`src/rtl/proc_ctrl.sv`:
```
// proc_ctrl: control unit of a simple multi-cycle processor (mv, mvi, add, sub, optional mvnz)
//
// Ports:
//   Clock   - rising-edge clock for all state
//   Resetn  - asynchronous active-low reset (step counter -> T0, IR -> 0)
//   Run     - start request, sampled in T0
//   DIN     - instruction word in T0 (DIN[8:0] = III XXX YYY); immediate on the bus in mvi T1
//   Gnz     - G register non-zero flag (only used when PROC_CTRL_MVNZ_EN is defined)
//   Rout    - one-hot bus-source select, Rout[n] drives Rn
//   Gout    - bus-source select for G
//   DINout  - bus-source select for DIN
//   Rin     - one-hot register load enable, Rin[n] loads Rn from the bus
//   IRin    - IR load enable
//   Ain     - A load enable
//   Gin     - G load enable
//   AddSub  - ALU operation, 0 = add, 1 = sub
//   Done    - instruction complete; the following edge returns to T0
//
// Optional feature: define PROC_CTRL_MVNZ_EN to turn opcode 100 into mvnz
// (move Ry to Rx only when Gnz is high). Without it opcode 100 is a NOP.
module proc_ctrl (
    input  logic        Clock,
    input  logic        Resetn,
    input  logic        Run,
    input  logic [15:0] DIN,
    input  logic        Gnz,
    output logic [0:7]  Rout,
    output logic        Gout,
    output logic        DINout,
    output logic [0:7]  Rin,
    output logic        IRin,
    output logic        Ain,
    output logic        Gin,
    output logic        AddSub,
    output logic        Done
);
    typedef enum logic [1:0] {T0, T1, T2, T3} step_t;
    localparam logic [2:0] OP_MV  = 3'b000;
    localparam logic [2:0] OP_MVI = 3'b001;
    localparam logic [2:0] OP_ADD = 3'b010;
    localparam logic [2:0] OP_SUB = 3'b011;
    step_t      step, step_nxt;
    logic [8:0] ir;
    logic [2:0] op, rx, ry;
    assign op = ir[8:6];
    assign rx = ir[5:3];
    assign ry = ir[2:0];
`ifdef PROC_CTRL_MVNZ_EN
    localparam logic [2:0] OP_MVNZ = 3'b100;
    logic [6:0] unused_din;
    assign unused_din = DIN[15:9];
`else
    logic [7:0] unused_in;
    assign unused_in = {DIN[15:9], Gnz};
`endif
    always_ff @(posedge Clock or negedge Resetn)
        if (!Resetn) begin
            step <= T0;
            ir   <= '0;
        end else begin
            step <= step_nxt;
            if (IRin) ir <= DIN[8:0];
        end
    always_comb begin
        Rout   = '0;
        Gout   = 1'b0;
        DINout = 1'b0;
        Rin    = '0;
        IRin   = 1'b0;
        Ain    = 1'b0;
        Gin    = 1'b0;
        AddSub = 1'b0;
        Done   = 1'b0;
        case (step)
            T0: IRin = Run;
            T1:
                case (op)
                    OP_MV: begin
                        Rout[ry] = 1'b1;
                        Rin[rx]  = 1'b1;
                        Done     = 1'b1;
                    end
                    OP_MVI: begin
                        DINout  = 1'b1;
                        Rin[rx] = 1'b1;
                        Done    = 1'b1;
                    end
                    OP_ADD, OP_SUB: begin
                        Rout[rx] = 1'b1;
                        Ain      = 1'b1;
                    end
`ifdef PROC_CTRL_MVNZ_EN
                    // conditional move: the select/load pair is gated together so the bus is never left driven without a load
                    OP_MVNZ: begin
                        Rout[ry] = Gnz;
                        Rin[rx]  = Gnz;
                        Done     = 1'b1;
                    end
`endif
                    default: Done = 1'b1;
                endcase
            // T2/T3 are only reachable by add and sub
            T2: begin
                Rout[ry] = 1'b1;
                Gin      = 1'b1;
                AddSub   = (op == OP_SUB);
            end
            T3: begin
                Gout    = 1'b1;
                Rin[rx] = 1'b1;
                Done    = 1'b1;
            end
            default: ;
        endcase
        step_nxt = (step == T0) ? (Run ? T1 : T0) : (Done ? T0 : step_t'(step + 2'd1));
    end
endmodule

```
`config.mk`:
```
export PLATFORM = sky130hd
export DESIGN_NAME = proc_ctrl
export DESIGN_NICKNAME = d
export VERILOG_FILES = /design/src/rtl/proc_ctrl.sv
export SDC_FILE = /design/constraint.sdc
export NUM_CORES = 1
export LEC_CHECK = 0
export CORE_ASPECT_RATIO = 1.75
export CORE_MARGIN = 4
export CORE_UTILIZATION = 31
export CTS_BUF_LIST = sky130_fd_sc_hd__clkbuf_16
export DETAILED_ROUTE_END_ITERATION = 10
export DONT_BUFFER_PORTS = 1
export SYNTH_ARGS = -nofsm -noshare
export SYNTH_HDL_FRONTEND = slang
export SYNTH_SLANG_ARGS = --single-unit
```
`constraint.sdc`:
```
create_clock -name Clock -period 1.85 [get_ports Clock]
set_input_delay 0.2775 -clock Clock [delete_from_list [all_inputs] [get_ports Clock]]
set_output_delay 0.2775 -clock Clock [all_outputs]
set_load 0.01 [all_outputs]
```
==> impl_metrics.toml <==
[outcome]
status = "finished with violations"
violations = "setup timing"

[yosys]
synth-compound-area-share_pct = 12.9
synth_top_area_cell = "dfrtp_1"
synth_top_cell_area_share_pct = 38.3
synth-seq-cells = 11
syn_area_um2 = 718
yosys_warnings = 0
synth_area_leaders = "dfrtp_1 38%, mux2_2 14%, ha_1 7.0%"
synth_commonest_cells = "11 x dfrtp_1, 9 x mux2_2, 8 x nor2_1"
synth_edf_count = 0
synth.yosys.seq_area_share_pct = 38.3
synth_top_family_by_area = "simple AND/OR/NAND/NOR gates"
synth_xor_area_share_pct = 0
synthAdderAreaFrac_pct = 6.97
synth.most_common_cell = "dfrtp_1"
synth_area_per_cell_um2 = 10.4
async_flop_share_pct = 100
muxShareOfSynthArea_pct = 14.1
synthCells = 69
synthesis.nets = 93
synth_simple_gate_area_share_pct = 24.9
synth.distinct_cells = 25
synthFlopType = "dfrtp_1"

[place]
portBuffers = 0
placed_cell_area_um2 = 781
place_congestion = 0.719
post-dp-hpwl_mm = 1.50

[sta]
worstMarginPinSlew_ns = 0.473
period_share_pct = 108
grt_setup_unrepaired = "true"
setup_ws_ns = -0.145
fin_skew_ns = 0.000553
setup_viol = 8
fmax_mhz = 501
slew_headroom_pct = 68.3
slew_violations = 0
period_needed_ns = 2.00
hold_viol_final = 0

[floorplanning]
io_pins = 43
initial_core_util_pct = 33.4
dieArea_mm2 = 0.00318
die_y_um = 71.7
core.rowCount = 22
core_area_mm2 = 0.00215
die_w_um = 44.4

[power_and_ir_drop]
pwr-share-seq_pct = 27.9
switching_power_uw = 780
switching_share_pct = 40.9
internal_power_uw = 1130
ir_drop_mv = 0.922
p_comb_share_pct = 52.5
total_power_uw = 1910
power.density_mw_per_mm2 = 1810
leakage_uw = 0.000401
pwr-share-clk_pct = 19.6

[clock_network]
cts_buffer_depth = 2
clk_latency_ns = 0.23
clk_pin_slew_ns = 0.04
clock_sinks = 11
cts_inserted_buffers = 3
cts_tree = "done"
h-tree-depth = 1
cts_root_buffer = "clkbuf_16"

[global_routing]
grt_first_pass_wirelength_mm = 3.07
use_met1_pct = 12.2
first_global_vias = 668
grt_max_degree = 12
use_met2_pct = 24.8
grt-busiest-layer = "met2"
grt.total_usage_pct = 13.0
overflow = 0
grt.met3_usage_pct = 1.76
antenna_found_initial = 0

[detailed_routing]
vias = 614
ant_nets = 0
post_drt_wl_per_cell_um = 18.1
drt_iter0_drc = 10
viasPerCell = 5.69
drc = 0
dr.pass1.iters = 4
finalWirelength_mm = 1.96

[flow_run]
cap_violations = 0

[final_layout]
fin_nets = 109
diodes = 0
final_area_mm2 = 0.00105
drive_gt1_share_pct = 54.8
syn_to_final_growth_pct = 46.5
fillCellCount = 212

[critical_path]
cp_num_buf_inv = 3
cp_slowest_stage_delay_ns = 0.39
arrival_ns = 1.72
cp_top_family = "flip-flops"
critPathKind = "flop to primary output"
worstPathRequired_ns = 1.57
critPathSlowestCell = "dfrtp_1"
cp-start-kind = "flop"
crit_fanout = 5
cp_cell_sequence = "inv_2 > ha_4 > buf_4 > nand3b_1 > o32ai_2 > buf_4"
cp-end-kind = "primary output"
crit_top_cell = "buf_4"

[hold_path]
min-delay-path-class = "input pin to flop"
==> registers in the layout (all words and copies together) (netlist names) <==
signal and flops:
ir 9, step 2
==> stage by stage <==
| step | util [%] | setup slack [ns] | hold slack [ns] | setup TNS (ns) | instances |
|---|---|---|---|---|---|
| 6_report | 49.0 | -0.145 | 0.194 | -0.582 | 108 |
| 3_3_place_gp | 36.4 | 0.0731 | -0.0178 | 0 | 97 |
| 5_1_grt | 49.0 | -0.194 | 0.191 | -1.39 | 108 |
| 3_5_place_dp | 36.4 | 0.0520 | -0.0178 | 0 | 97 |
| 4_1_cts | 48.1 | -0.0875 | 0.190 | -0.444 | 108 |
| 2_1_floorplan | - | 0.160 | -0.0181 | 0 | 69 |
==> metal layers <==
metal | vias up | share of wire [%]
li1 | 286 | -
met1 | 305 | 35
met2 | 19 | 59
met3 | 4 | 4.0
met4 | 0 | 2.0
met5 | - | 0
==> area by class of cell <==
class	instances	area [µm²]	area share, %
Clock inverter	1	3.75	0.357
Multi-Input combinational cell	53	557	52.9
Inverter	4	15.0	1.43
Timing Repair Buffer	12	96.3	9.16
Clock buffer	3	75.1	7.13
Sequential cell	11	275	26.2
Tap cell	24	30.0	2.85
==> power by group through the flow <==
stage	sequential [µW]	combinational, µW	clock, µW
after floorplan	475	552	0
after global placement	500	686	0
after detailed placement	514	707	0
after CTS	533	967	386
after global routing	559	1090	395
final	532	1000	374
==> what timing repair did <==
item / 4_1_cts / 5_1_grt
setup buffers: 6 / 0
endpoints found under the setup margin: 16 / 13
pin swaps: 6 / 3
hold buffers: 1 / 0
hold endpoints to repair: 11 / 0
resized for setup: 22 / 5
==> cells in the final DEF (no fill, tap or decap), drive strengths merged <==
cell type and count:
and2 2, dfrtp 11, and2b 1, and3 1, nor4b 1, inv 5, mux2 9, ha 4
or2 1, nand4b 1, nand3 1, o22ai 4, o32ai 4, nor2 9, nand3b 2, nor3b 2
clkbuf 3, o21ai 2, or3b 1, nand2 2, nand2b 3, buf 11, nand4 1, dlygate4sd3 1
o21bai 2
==> worst reg2reg max path: cells and delay by family, from the launching register on <==
| kind | cells | cell delay, ns |
|---|---|---|
| fa+ha+maj | 1 | 0.16 |
| buf+inv | 1 | 0.08 |
| flops | 1 | 0.39 |
| mux | 1 | 0.39 |
| simple gates | 1 | 0.33 |
==> logic make-up after synthesis <==
family          count (synthesis)
fa+ha+maj                       4
compound gates                 12
simple gates                   28
buf+inv                         5
mux                             9
flops                          11
==> final timing paths <==
| kind | slack [ns] | from | cells past startpoint | to |
|---|---|---|---|---|
| max | -0.15 | step[0] | 6 | Rout[1] |
| min | 0.19 | DIN[4] | 1 | ir[4] |
| max reg2reg | 0.39 | step[0] | 4 | ir[1] |
| min reg2reg | 0.58 | ir[5] | 1 | ir[5] |
| max in group asynchronous | 1.09 | Resetn | 1 | ir[4] |
| min in group asynchronous | 0.44 | Resetn | 1 | step[1] |
No activity file was read; power rests on OpenSTA's default activity.
